[src/rtl/router_pkg.sv]
// router_pkg: shared types and header helpers for router_nport.
// Field widths are passed in so the helpers serve any DATA_W/ADDR_W.
package router_pkg;

    localparam int DEF_DATA_W = 8;
    localparam int DEF_ADDR_W = 2;
    localparam int LEN_W      = DEF_DATA_W - DEF_ADDR_W;

    typedef enum logic [2:0] {
        IDLE,
        HDR_WAIT,
        LOAD,
        CHECK,
        DROP
    } state_t;

    function automatic logic [31:0] hdr_addr(input logic [31:0] b,
                                             input int aw);
        return b & ((32'd1 << aw) - 32'd1);
    endfunction

    function automatic logic [31:0] hdr_len(input logic [31:0] b,
                                            input int aw);
        return b >> aw;
    endfunction

endpackage

[src/rtl/router_fifo.sv]
// router_fifo: first-word fall-through FIFO for one output port.
// An entry left unread for TIMEOUT cycles flushes the whole queue.
module router_fifo
#(
    parameter int DATA_W     = 8,
    parameter int FIFO_DEPTH = 16,
    parameter int TIMEOUT    = 30
) (
    input  logic              clock,
    input  logic              resetn,
    input  logic              push,
    input  logic [DATA_W-1:0] din,
    input  logic              pop,
    output logic [DATA_W-1:0] dout,
    output logic              valid,
    output logic              full,
    output logic              flush
);
    localparam int AW = $clog2(FIFO_DEPTH);
    localparam int TW = $clog2(TIMEOUT + 1);

    logic [DATA_W-1:0] mem [FIFO_DEPTH];
    logic [AW-1:0]     rp;
    logic [AW-1:0]     wp;
    logic [AW:0]       n;
    logic [TW-1:0]     tmo;
    logic              do_wr;
    logic              do_rd;

    assign valid = (n != '0);
    assign full  = (n == (AW+1)'(FIFO_DEPTH));
    assign do_wr = push && !full;
    assign do_rd = pop && valid;
    assign flush = valid && (tmo == TW'(TIMEOUT - 1));
    assign dout  = valid ? mem[rp] : '0;

    // Storage; a write landing on a flush edge becomes the new slot 0.
    always_ff @(posedge clock) begin
        if (do_wr)
            mem[flush ? '0 : wp] <= din;
    end

    // Pointers and occupancy; flush empties the queue except a same-cycle write.
    always_ff @(posedge clock) begin
        if (!resetn) begin
            rp <= '0;
            wp <= '0;
            n  <= '0;
        end else if (flush) begin
            rp <= '0;
            wp <= AW'(do_wr);
            n  <= (AW+1)'(do_wr);
        end else begin
            if (do_wr)
                wp <= wp + 1'b1;
            if (do_rd)
                rp <= rp + 1'b1;
            n <= n + (AW+1)'(do_wr) - (AW+1)'(do_rd);
        end
    end

    // Unread-age counter; any pop or an empty queue restarts it.
    always_ff @(posedge clock) begin
        if (!resetn)
            tmo <= '0;
        else if (flush || !valid || do_rd)
            tmo <= '0;
        else
            tmo <= tmo + 1'b1;
    end

endmodule

[src/rtl/router_nport.sv]
// router_nport: 1xN framed-packet router.
// Header steering, parity/length check and drop handling over N FIFOs.
module router_nport
    import router_pkg::*;
#(
    parameter int DATA_W     = DEF_DATA_W,
    parameter int NUM_PORTS  = 3,
    parameter int ADDR_W     = DEF_ADDR_W,
    parameter int FIFO_DEPTH = 16,
    parameter int TIMEOUT    = 30
) (
    input  logic                        clock,
    input  logic                        resetn,
    input  logic                        pkt_valid,
    input  logic [DATA_W-1:0]           data_in,
    input  logic [NUM_PORTS-1:0]        read_enb,
    output logic                        busy,
    output logic                        error,
    output logic                        pkt_drop,
    output logic [NUM_PORTS-1:0]        valid_out,
    output logic [NUM_PORTS*DATA_W-1:0] data_out
);
    localparam int LW    = DATA_W - ADDR_W;
    localparam int NSLOT = 1 << ADDR_W;

    state_t st;
    state_t nxt;

    logic [ADDR_W-1:0]    addr_q;
    logic [ADDR_W-1:0]    h_addr;
    logic [ADDR_W-1:0]    wr_sel;
    logic [LW-1:0]        len_q;
    logic [LW-1:0]        h_len;
    logic [LW-1:0]        cnt_q;
    logic [DATA_W-1:0]    hdr_q;
    logic [DATA_W-1:0]    par_q;
    logic [DATA_W-1:0]    pb_q;
    logic [DATA_W-1:0]    wr_data;
    logic [NUM_PORTS-1:0] full;
    logic [NUM_PORTS-1:0] flush;
    logic [NUM_PORTS-1:0] wr_en;
    logic [NSLOT-1:0]     full_x;
    logic [NSLOT-1:0]     flush_x;
    logic                 hdr_ok;
    logic                 wr_go;
    logic                 drop_set;

    assign h_addr  = ADDR_W'(hdr_addr(32'(data_in), ADDR_W));
    assign h_len   = LW'(hdr_len(32'(data_in), ADDR_W));
    assign hdr_ok  = int'(h_addr) < NUM_PORTS;
    assign full_x  = NSLOT'(full);
    assign flush_x = NSLOT'(flush);

    // Packet FSM: next state, stall, FIFO write steering and drop pulse.
    always_comb begin
        nxt      = st;
        busy     = 1'b0;
        wr_go    = 1'b0;
        wr_sel   = addr_q;
        wr_data  = data_in;
        drop_set = 1'b0;
        unique case (st)
            IDLE: begin
                if (pkt_valid) begin
                    wr_sel = h_addr;
                    if (!hdr_ok)
                        nxt = DROP;
                    else if (full_x[h_addr])
                        nxt = HDR_WAIT;
                    else begin
                        wr_go = 1'b1;
                        nxt   = LOAD;
                    end
                end
            end
            HDR_WAIT: begin
                busy    = 1'b1;
                wr_data = hdr_q;
                if (flush_x[addr_q])
                    nxt = DROP;
                else if (!full_x[addr_q]) begin
                    wr_go = 1'b1;
                    nxt   = LOAD;
                end
            end
            LOAD: begin
                busy = full_x[addr_q];
                if (flush_x[addr_q]) begin
                    if (!busy && !pkt_valid) begin
                        drop_set = 1'b1;
                        nxt      = IDLE;
                    end else
                        nxt = DROP;
                end else if (!busy) begin
                    wr_go = 1'b1;
                    if (!pkt_valid)
                        nxt = CHECK;
                end
            end
            CHECK: begin
                busy = 1'b1;
                nxt  = IDLE;
            end
            DROP: begin
                if (!pkt_valid) begin
                    drop_set = 1'b1;
                    nxt      = IDLE;
                end
            end
            default: nxt = IDLE;
        endcase
    end

    // One-hot write enable for the selected port.
    always_comb begin
        for (int p = 0; p < NUM_PORTS; p++)
            wr_en[p] = wr_go && (wr_sel == ADDR_W'(p));
    end

    // State, header fields, running parity/length and status flags.
    always_ff @(posedge clock) begin
        if (!resetn) begin
            st       <= IDLE;
            addr_q   <= '0;
            len_q    <= '0;
            cnt_q    <= '0;
            hdr_q    <= '0;
            par_q    <= '0;
            pb_q     <= '0;
            error    <= 1'b0;
            pkt_drop <= 1'b0;
        end else begin
            st       <= nxt;
            pkt_drop <= drop_set;
            if (st == IDLE && pkt_valid) begin
                addr_q <= h_addr;
                len_q  <= h_len;
                hdr_q  <= data_in;
                par_q  <= data_in;
                cnt_q  <= '0;
            end
            if (st == LOAD && !busy) begin
                if (pkt_valid) begin
                    par_q <= par_q ^ data_in;
                    if (cnt_q != '1)
                        cnt_q <= cnt_q + 1'b1;
                end else
                    pb_q <= data_in;
            end
            if (st == CHECK)
                error <= (par_q != pb_q) || (cnt_q != len_q);
        end
    end

    for (genvar p = 0; p < NUM_PORTS; p++) begin : g_port
        router_fifo #(
            .DATA_W     (DATA_W),
            .FIFO_DEPTH (FIFO_DEPTH),
            .TIMEOUT    (TIMEOUT)
        ) u_fifo (
            .clock (clock),
            .resetn(resetn),
            .push  (wr_en[p]),
            .din   (wr_data),
            .pop   (read_enb[p]),
            .dout  (data_out[p*DATA_W +: DATA_W]),
            .valid (valid_out[p]),
            .full  (full[p]),
            .flush (flush[p])
        );
    end

endmodule

[config.mk]
export PLATFORM = sky130hd
export DESIGN_NAME = router_nport
export DESIGN_NICKNAME = d
export VERILOG_FILES = /design/src/rtl/router_pkg.sv /design/src/rtl/router_fifo.sv /design/src/rtl/router_nport.sv
export SDC_FILE = /design/constraint.sdc
export NUM_CORES = 1
export LEC_CHECK = 0
export ABC_CLOCK_PERIOD_IN_PS = 4000
export BUFFER_PORTS_ARGS = -buffer_cell sky130_fd_sc_hd__buf_2
export CAP_MARGIN = 10
export CORE_MARGIN = 2
export CORE_UTILIZATION = 62
export DETAILED_ROUTE_END_ITERATION = 6
export GPL_TIMING_DRIVEN = 0
export PLACE_DENSITY = 0.86
export SYNTH_ARGS = -nofsm -noshare
export SYNTH_HDL_FRONTEND = slang
export SYNTH_SLANG_ARGS = --single-unit
[constraint.sdc]
create_clock -name clock -period 4 [get_ports clock]
set_input_delay 0.2 -clock clock [delete_from_list [all_inputs] [get_ports clock]]
set_output_delay 0.2 -clock clock [all_outputs]
set_load 0.01 [all_outputs]
---- Yosys cells after proc, flatten, opt, wreduce, memory -nomap -nowiden ----
Memory sizes are Yosys's and may differ from the RTL's. A register that Yosys moved wholly into a read port is not among the register bits.
Index checks and enable logic that the tools add are counted.
word-level totals
  register bits ........................... 97
  RAM bits ................................ 384
  input port bits ......................... 14
  output and inout bits ................... 30
  word-level logic and storage cells ...... 186
  memories kept ........................... 3
memory list
  memory                words  width  rd ports  clocked after memory_dff  wr ports  line               text
  g_port[0].u_fifo.mem  16     8      1         1                         1         router_fifo.sv:22  logic [DATA_W-1:0] mem [FIFO_DEPTH];
  g_port[1].u_fifo.mem  16     8      1         1                         1         router_fifo.sv:22
  g_port[2].u_fifo.mem  16     8      1         1                         1         router_fifo.sv:22
cells by class
  add/sub/neg operators ................... 16
  magnitude comparators ................... 3
  equal/unequal tests ..................... 20
  multiplexer cells ....................... 65
  bitwise gates (word level) .............. 3
  reductions and logical operators ........ 49
operators by type and width
  operator                                                                      count
  8-bit 2-to-1 mux                                                              7
  4-bit 2-to-1 mux                                                              9
  5-bit == test, second input constant                                          6
  3-bit 2-to-1 mux                                                              9
  1-bit 2-to-1 mux                                                              26
  4-bit by 1-bit adder with 4-bit output, second input constant                 6
  6-bit 2-to-1 mux                                                              4
  2-bit OR reduction                                                            8
  5-bit by 1-bit adder with 5-bit output                                        3
  5-bit by 1-bit adder with 5-bit output, second input constant                 3
  1-bit logical AND                                                             15
  5-bit nonzero test                                                            3
  5-bit by 1-bit subtractor with 5-bit output                                   3
  3-bit one-hot mux with 4 select lines                                         1
  1-bit logical NOT                                                             9
  3-bit != test, second input constant                                          3
  8-bit != test                                                                 1
  8-bit bitwise XOR                                                             1
  1-bit logical OR                                                              7
  6-bit by 1-bit adder with 6-bit output, second input constant                 1
  1-bit binary-select mux with 2-bit select                                     3
  3-bit by 2-bit == test with 1-bit output, second input constant               2
  2-bit by 3-bit less-than comparator with 1-bit output, second input constant  2
  2-bit 2-to-1 mux                                                              3
  other kinds (15)                                                              21

---- Logic depth before layout (Yosys ltp) ----
Gate-level depths: netlist of run 1.
  depth in word-level cells ............... 12
  mapped depth ............................ 16
  depth with buffers taken out ............ 15

---- By module ----
From an unflattened synthesis of run 1, not the netlist that was laid out.
second synthesis, totals
  cell total of the unflattened synthesis .. 1272
  area total of the unflattened synthesis .. 20365.8 um2
by module, submodules not included
  module        times used  cells an instance  area each (um2)  sequential area each (um2)
  router_fifo   3           340                6099.6           4284.1
  router_nport  1           252                2067.0           700.7

---- Least setup slack after synthesis of run 1 ----
OpenSTA, ideal clock, no wires.
  path type ............................... flip-flop to flip-flop
  start ................................... register st[2]
  end ..................................... memory g_port[0].u_fifo.mem[0][1] (data pin)
  setup time .............................. 0.578 ns
  data arrival time ....................... 2.852 ns
  required time ........................... 3.422 ns
  setup slack ............................. 0.570 ns
  cell stages (with the launch flop) ...... 5
  buffers on the path ..................... 1
  period minus slack after synthesis ...... 3.430 ns
  cells stage by stage .................... dfxtp_1 > clkbuf_1 > nand2b_1 > nor2_1 > o21ai_0
on the way
  cells in the longest elaborated chain, start to end .. 2
RTL lines
  what                                      line                 text
  start: declaration                        router_nport.sv:26   state_t st;
  start signal: assignment                  router_nport.sv:133  st <= nxt;
  3-bit by 1-bit == test with 1-bit output  router_nport.sv:62   unique case (st)
  8-bit 2-to-1 mux                          router_nport.sv:62
  net g_port[0].u_fifo.din[1]               router_fifo.sv:12    input logic [DATA_W-1:0] din,
  end: declaration                          router_fifo.sv:22
The timed path passes the listed nets, and every way through them passes these cells.

---- Worst setup path in the final report of run 1 ----
  start ................................... register g_port[0].u_fifo.n[3]
  end ..................................... memory g_port[0].u_fifo.mem[5][6] (enable)
on the way
  cells in the longest elaborated chain, start to end .. 11
  elaborated cells on any way between the ends .. 21
  classes of those cells .................. eq/ne (1); mux (15); reduce/logical (5)
RTL lines
  what                                       line                 text
  start: declaration                         router_fifo.sv:25    logic [AW:0] n;
  start signal: assignment                   router_fifo.sv:52    n <= (AW+1)'(do_wr);
  start signal: assignment                   router_fifo.sv:58    n <= n + (AW+1)'(do_wr) - (AW+1)'(do_rd);
  5-bit == test                              router_fifo.sv:31    assign full = (n == (AW+1)'(FIFO_DEPTH));
  1-bit binary-select mux with 2-bit select  router_nport.sv:68   else if (full_x[h_addr])
  1-bit 2-to-1 mux (not written as such)     router_nport.sv:68
  1-bit 2-to-1 mux                           router_nport.sv:68
  1-bit 2-to-1 mux                           router_nport.sv:66   if (!hdr_ok)
  1-bit 2-to-1 mux                           router_nport.sv:64   if (pkt_valid) begin
  1-bit one-hot mux with 2 select lines      router_nport.sv:62
  1-bit logical AND                          router_nport.sv:117  wr_en[p] = wr_go && (wr_sel == ADDR_W'(p));
  1-bit logical AND                          router_fifo.sv:32    assign do_wr = push && !full;
  1-bit 2-to-1 mux                           router_fifo.sv:39    if (do_wr)
  1-bit 2-to-1 mux                           router_fifo.sv:40    mem[flush ? '0 : wp] <= din;
Parallel ways exist; a longest one is shown, timed or not. The select of a mux whose other input is x is not followed.

==> results.yml, run 1 <==
clock_tree:
  cts_tree: "done"
  clkTransAtPathRegs_ps: 60
  clock_path_buffers: 3
  cts_sinks: 485
  clock-root-buffer: "clkbuf_16"
  htreeDepth: 2
  cts_buffers: 47
  post_cts_buffers: 0
  insertion_delay_ps: 560
timing:
  whs_ps: 47.2
  fin_crit_sh_pct: 99.4
  max_freq_mhz: 251
  hold_violations: 0
  fin_crit_ps: 3980
  rsz0062_at_grt: "true"
  timing.final.max_slew_violations: 0
  setup_ws_ps: 23.7
  slew_headroom_pct: 20.9
  worst-slew-pin-transition_ps: 1190
  finalSetupViolCount: 0
  finClkSkew_ps: 25.1
synthesis:
  synth_edf_count: 384
  async_flop_share_pct: 0
  ys_warn_count: 0
  syn-num-nets: 1289
  synthCells: 1241
  yosys-mux-area-fraction_pct: 14.2
  ys_seq_elements: 485
  synth.distinct_cells: 60
  synthSimpleGateAreaFrac_pct: 8.20
  yosys.area_share.adder_pct: 2.24
  synth_xor_area_share_pct: 1.93
  ys.flop_type: "edfxtp_1"
  synth_compound_area_share_pct: 3.57
  synth_area_per_cell_um2: 16.1
  ys_seq_area_share_pct: 67.8
  synth_area_um2: 20000
  synth_top_family_by_area: "multiplexers"
setup_path:
  crit_type: "reg -> reg"
  cp.required_ps: 4170
  worstSetupEndpointType: "flop"
  worst-endpoint-arrival_ps: 4150
  crit_fanout: 10
  cp-start-kind: "flop"
global_route:
  grt_max_degree: 49
  grt_first_pass_wirelength_um: 70900
  grtUsageTotal_pct: 28.3
  antenna_found_initial: 0
  grt_pass1_vias: 11800
  gr-total-overflow: 0
power_and_ir_drop:
  p_sw_uw: 4510
  leakagePower_uw: 0.00739
  switching_share_pct: 30.6
  pwr-share-comb_pct: 28.2
  clkPwrFrac_pct: 29.8
  p_int_uw: 10200
  sequentialPowerShare_pct: 42.0
  peakVddDrop_uv: 464
  p_per_area_nw_per_um2: 653
die:
  die_w_um: 184
  start_util_pct: 63.2
  fp.dieH_um: 184
  ios: 44
  fp.coreArea_um2: 31600
  core.rowCount: 65
  die-area_um2: 33700
status:
  violations: "design-rule violations"
  status: "finished, violations left"
cells_and_area:
  insertedDiodeCount: 0
  areaGrowthSynthToFinish_pct: 12.8
  nets: 1397
  final_layout_size_suffix_gt1_share_pct: 21.4
  final_cell_area_um2: 22600
drt:
  ant_nets: 0
  wl_um: 46800
  post_drt_wl_per_cell_um: 26.1
  via_per_inst: 6.64
  drt-pass1-iter-count: 7
  drt_iter0_drc: 1387
  num_vias: 11900
  drcViolationCount: 2
job:
  cap_violations: 0
placement:
  globalplace.congestion: 0.852
  placed_cell_area_um2: 20800
  place_ws_ps: -281
  port_buffers: 42
  hpwl_um: 27900
worst_hold_path:
  hold_class: "in -> reg"
==> layout make-up <==
type                    instances  area (µm²)
plain buffers                  68         288
repair buffers                 59         365
multi-input cells             655        6180
clock inverters                21         144
inverters                      33         124
flip-flops and latches        485       13600
fillers                      1794        9080
well taps                     402         503
clock buffers                  66        1390
==> per-layer routing <==
layer  vias to the layer above  part of all wire [%]  GRT usage, %
met3                       105                   8.8          4.28
met4                         0                   2.9          8.06
li1                       5016                     -             -
met2                       759                    50          47.9
met5                         -                     0             0
met1                      6001                    38          38.6
==> worst max-delay path: stages (launching register included) <==
cell	delay [ps]
dfxtp_1	330
inv_1	90
ha_1	200
or4b_4	510
nand2b_1	110
buf_6	160
o311ai_4	150
o31ai_2	610
buf_2	400
nand4_1	300
nor2_1	730
==> layout by cell type (no fill, tap or decap), drive strengths merged, types with 10 or more instances in the layout <==
cell type and n:
o21ai 28, clkinv 15, nor2 99, clkbuf 108, nand2b 12, nor4 10, a21oi 52, dfxtp 101
xnor2 23, ha 31, nand2 68, inv 34, nand4 17, buf 78, nand3 29, nor3 16
mux4 120, edfxtp 384, xor2 21, and2 29
==> logic make-up after synthesis <==
kind of cell / Yosys count
AOI/OAI and AO/OA: 117
xor gates and xnor gates: 44
adders and majority gates: 34
buffers and inverters: 101
DFF: 485
muxes: 133
and+or+nand+nor: 327
==> power by group through the flow <==
stage               clock network (µW)  registers (µW)  logic [µW]
finish                            4390            6180        4160
global route                      4580            6200        4460
global placement                     0            6250        3740
CTS                               4400            6170        4110
detailed placement                   0            6270        3990
floorplan                            0            6200        2800
==> sequential cells by signal (all words and copies together) (netlist names), named ones only <==
register,flops
addr_q,1
cnt_q,6
error,1
g_port.u_fifo.mem,384
g_port.u_fifo.n,15
g_port.u_fifo.rp,12
g_port.u_fifo.tmo,15
g_port.u_fifo.wp,12
hdr_q,1
len_q,6
par_q,8
pb_q,8
pkt_drop,1
st,3
==> worst paths after layout <==
kind	startpoint	endpoint	slack [ps]	cells after the start
max reg2reg	g_port[0].u_fifo.n[3]$_SDFF_PP0_	g_port[0].u_fifo.mem[5][6]$_DFFE_PP_	20	10
min reg2reg	g_port[2].u_fifo.tmo[0]$_SDFF_PP0_	g_port[2].u_fifo.tmo[0]$_SDFF_PP0_	460	1
max	g_port[0].u_fifo.n[3]$_SDFF_PP0_	g_port[0].u_fifo.mem[5][6]$_DFFE_PP_	20	10
min	read_enb[1]	g_port[1].u_fifo.tmo[1]$_SDFF_PP0_	50	3
==> what timing repair did <==
item | in CTS | in global routing
endpoints found under the hold margin | 18 | 0
endpoints found under the setup margin | 85 | 181
resized for setup | 11 | 12
pin swaps | 0 | 0
hold buffers | 7 | 0
==> metrics by stage <==
stage	setup TNS [ps]	total power, µW	std cells	util [%]
after floorplan	0	9000	1241	-
after global placement	-80860	9990	1685	65.4
after detailed placement	-7790	10300	1693	65.8
after CTS	-1310	14700	1787	71.1
after global routing	-2360	15200	1789	71.3
final	0	14700	1789	71.3
==> cells in the mapped netlist (21+ instances only) <==
library cell    n  area share [%]
xor2_1         21            0.92
ha_1           31             1.9
mux4_2        120              14
o21ai_0        28            0.70
inv_1          32            0.60
dfxtp_1       101              10
nand2_1        68             1.3
clkbuf_1       41            0.77
nand3_1        29            0.73
nor2_1         99             1.9
xnor2_1        23             1.0
a21oi_1        52             1.3
edfxtp_1      384              58
and2_1         29            0.91
(Power assumes the default switching activity.)
==> run 2: changes to the inputs <==
CORE_UTILIZATION = 27   (was 62)
PLACE_DENSITY = 0.48   (was 0.86)
==> run 2 against run 1 <==
The run now ends clean. Via count fell by 8.0%. Cell count rose by 32%. Total power rose by 0.78%. Sequential share of layout area fell by 2.1 points. Register-to-register slack improved by 200 ps. Global-route usage fell by 16 points. Cell area rose by 3.6%. Critical path depth did not move. Combinational power fell by 2%. Clock-buffer cell count rose by 1. Maximum frequency rose by 5.3%. Critical path type unchanged. Critical endpoint is now g_port[2].u_fifo.mem[1][5]$_DFFE_PP_. Largest power group unchanged.
==> results.yml, run 2 (synthesized netlist as in run 1, its figures left out) <==
timing:
  worst-slew-pin-transition_ps: 1190
  slew_headroom_pct: 20.7
  timing.final.max_slew_violations: 0
  whs_ps: 39.9
  finalSetupViolCount: 0
  max_freq_mhz: 265
  setup_ws_ps: 222
  finClkSkew_ps: 22.8
  hold_violations: 0
  rsz0062_at_grt: "true"
  fin_crit_sh_pct: 94.4
  fin_crit_ps: 3780
setup_path:
  slowest_delay_ps: 770
  cp.required_ps: 4220
  worst-endpoint-arrival_ps: 4000
  crit_fanout: 10
  cp-start-kind: "flop"
  cp_cell_sequence: "inv_1, ha_1, or4b_4, nand2b_1, buf_6, o311ai_4, o31ai_2, buf_2, nand4_1, nor3_2"
  crit_path_top_delay_cell: "nor3_2"
  rr_startpoint: "g_port[0].u_fifo.n[2]$_SDFF_PP0_"
  reg2regPathDepth: 10
  r2r_setup_slack_ps: 220
  reg2reg_to: "g_port[2].u_fifo.mem[1][5]$_DFFE_PP_"
  crit_type: "reg -> reg"
  worstSetupEndpointType: "flop"
clock_tree:
  cts_buffers: 51
  cts_tree: "done"
  clock-root-buffer: "clkbuf_16"
  clock_path_buffers: 3
  cts_sinks: 485
  insertion_delay_ps: 600
  htreeDepth: 2
  post_cts_buffers: 0
  clkTransAtPathRegs_ps: 60
die:
  fp.dieH_um: 276
  core.rowCount: 99
  ios: 44
  die_w_um: 276
  die-area_um2: 76200
  fp.coreArea_um2: 73100
  start_util_pct: 27.4
placement:
  port_buffers: 42
  hpwl_um: 29900
  dp.cells: 2254
  globalplace.congestion: 0.783
  place_ws_ps: -169
global_route:
  grt_pass1_vias: 11300
  busiest_layer: "met2"
  grt_max_degree: 49
  gr-total-overflow: 0
  grtUsageTotal_pct: 12.0
  grt_use_met3_pct: 2.10
  use_met2_pct: 19.3
  antenna_found_initial: 2
  grtUsageMet1_pct: 16.3
  grt_first_pass_wirelength_um: 69400
power_and_ir_drop:
  leakagePower_uw: 0.00748
  peakVddDrop_uv: 283
  p_per_area_nw_per_um2: 635
cells_and_area:
  reg_top3: "g_port.u_fifo.mem (384), g_port.u_fifo.n (15), g_port.u_fifo.tmo (15)"
  final_common_cell: "edfxtp_1"
  regMostFlops: "g_port.u_fifo.mem"
  final_cell_mix: "edfxtp_1 (384), mux4_2 (120), dfxtp_1 (101), nor2_1 (87), nand2_1 (68)"
  fin_cells: 2357
  insertedDiodeCount: 0
  nets: 1404
  final_layout_size_suffix_gt1_share_pct: 21.7
  areaGrowthSynthToFinish_pct: 16.9
  largest_register_ffs: 384
drt:
  via_per_inst: 4.64
  ant_nets: 0
  post_drt_wl_per_cell_um: 19.6
  wl_um: 46100
  drt_iter0_drc: 681
  drt-pass1-iter-count: 5
  drcViolationCount: 0
  num_vias: 10900
job:
  cap_violations: 0
worst_hold_path:
  hold_path_startpoint: "read_enb[2]"
  hold_class: "in -> reg"
  holdPathStages: 3
  whs_endpoint: "g_port[2].u_fifo.tmo[1]$_SDFF_PP0_"
status:
  status: "completed"
==> run 2: changes by cell type in the layout (fill, tap and decap cells not counted), moves of 3 or more <==
cell | previous run | this run
clkbuf_8 | 8 | 2
buf_4 | 7 | 12
clkbuf_1 | 49 | 54
clkinv_1 | 6 | 11
nor3_2 | 2 | 6
bufinv_16 | 1 | 4
nor2_1 | 90 | 87
nor2_2 | 9 | 12
nor3_4 | 3 | 0
==> run 2: final cells by class <==
type | instances | area, µm²
well taps | 959 | 1200
plain buffers | 68 | 288
clock buffers | 67 | 1380
multi-input cells | 655 | 6160
flip-flops and latches | 485 | 13600
clock inverters | 28 | 250
repair buffers | 62 | 405
fillers | 7196 | 49700
inverters | 33 | 124
==> run 2: per-layer routing <==
layer | part of all wire [%] | vias up
li1 | - | 5037
met4 | 2.8 | 2
met2 | 47 | 192
met1 | 47 | 5639
met3 | 3.9 | 66
met5 | 0.015 | -
==> run 2: worst max-delay path, delay by kind of cell (launching register included) <==
kind / cells / cell delay [ps]
AO/OA/AOI/OAI: 2 / 710
adder cells (fa/ha/maj): 1 / 180
AND/OR/NAND/NOR: 4 / 1640
buffers and inverters: 3 / 570
flip-flops: 1 / 310
==> run 2: what timing repair did <==
| item | in CTS | in global routing |
|---|---|---|
| hold endpoints to repair | 19 | 0 |
| hold buffers | 7 | 0 |
| gates cloned | 0 | 0 |
| resized for setup | 7 | 12 |
| setup endpoints to repair | 71 | 140 |
==> run 2: how the worst max path moves through the flow <==
| stage | startpoint | endpoint | slack (ps) | cells past startpoint |
|---|---|---|---|---|
| 2_1_floorplan | st[2]$_SDFFE_PN0P_ | g_port[0].u_fifo.mem[0][1]$_DFFE_PP_ | 570 | 4 |
| 3_3_place_gp | st[2]$_SDFFE_PN0P_ | g_port[0].u_fifo.mem[0][1]$_DFFE_PP_ | -2850 | 4 |
| 3_5_place_dp | pkt_valid | g_port[1].u_fifo.mem[1][0]$_DFFE_PP_ | -170 | 9 |
| 4_1_cts | st[2]$_SDFFE_PN0P_ | g_port[1].u_fifo.mem[6][2]$_DFFE_PP_ | 190 | 9 |
| 5_1_grt | g_port[2].u_fifo.n[2]$_SDFF_PP0_ | g_port[2].u_fifo.mem[5][4]$_DFFE_PP_ | -110 | 10 |
| 6_report | g_port[0].u_fifo.n[2]$_SDFF_PP0_ | g_port[2].u_fifo.mem[1][5]$_DFFE_PP_ | 220 | 10 |
==> run 2: report_power, final <==
group	total, µW	internal (µW)	switching (µW)
Clock	4630	2680	1950
Combinational	4060	1740	2320
Sequential	6150	5970	183
Total	14800	10400	4450
==> run 2: stage by stage <==
stage | area, µm² | setup TNS [ps] | utilization (%) | power, µW
after floorplan | 20000 | 0 | - | 9000
final | 23400 | 0 | 32.0 | 14800
after global routing | 23400 | -5580 | 32.0 | 15600
after global placement | 21400 | -191190 | 29.3 | 10300
after detailed placement | 21600 | -5430 | 29.5 | 10400
after CTS | 23300 | 0 | 31.9 | 15100
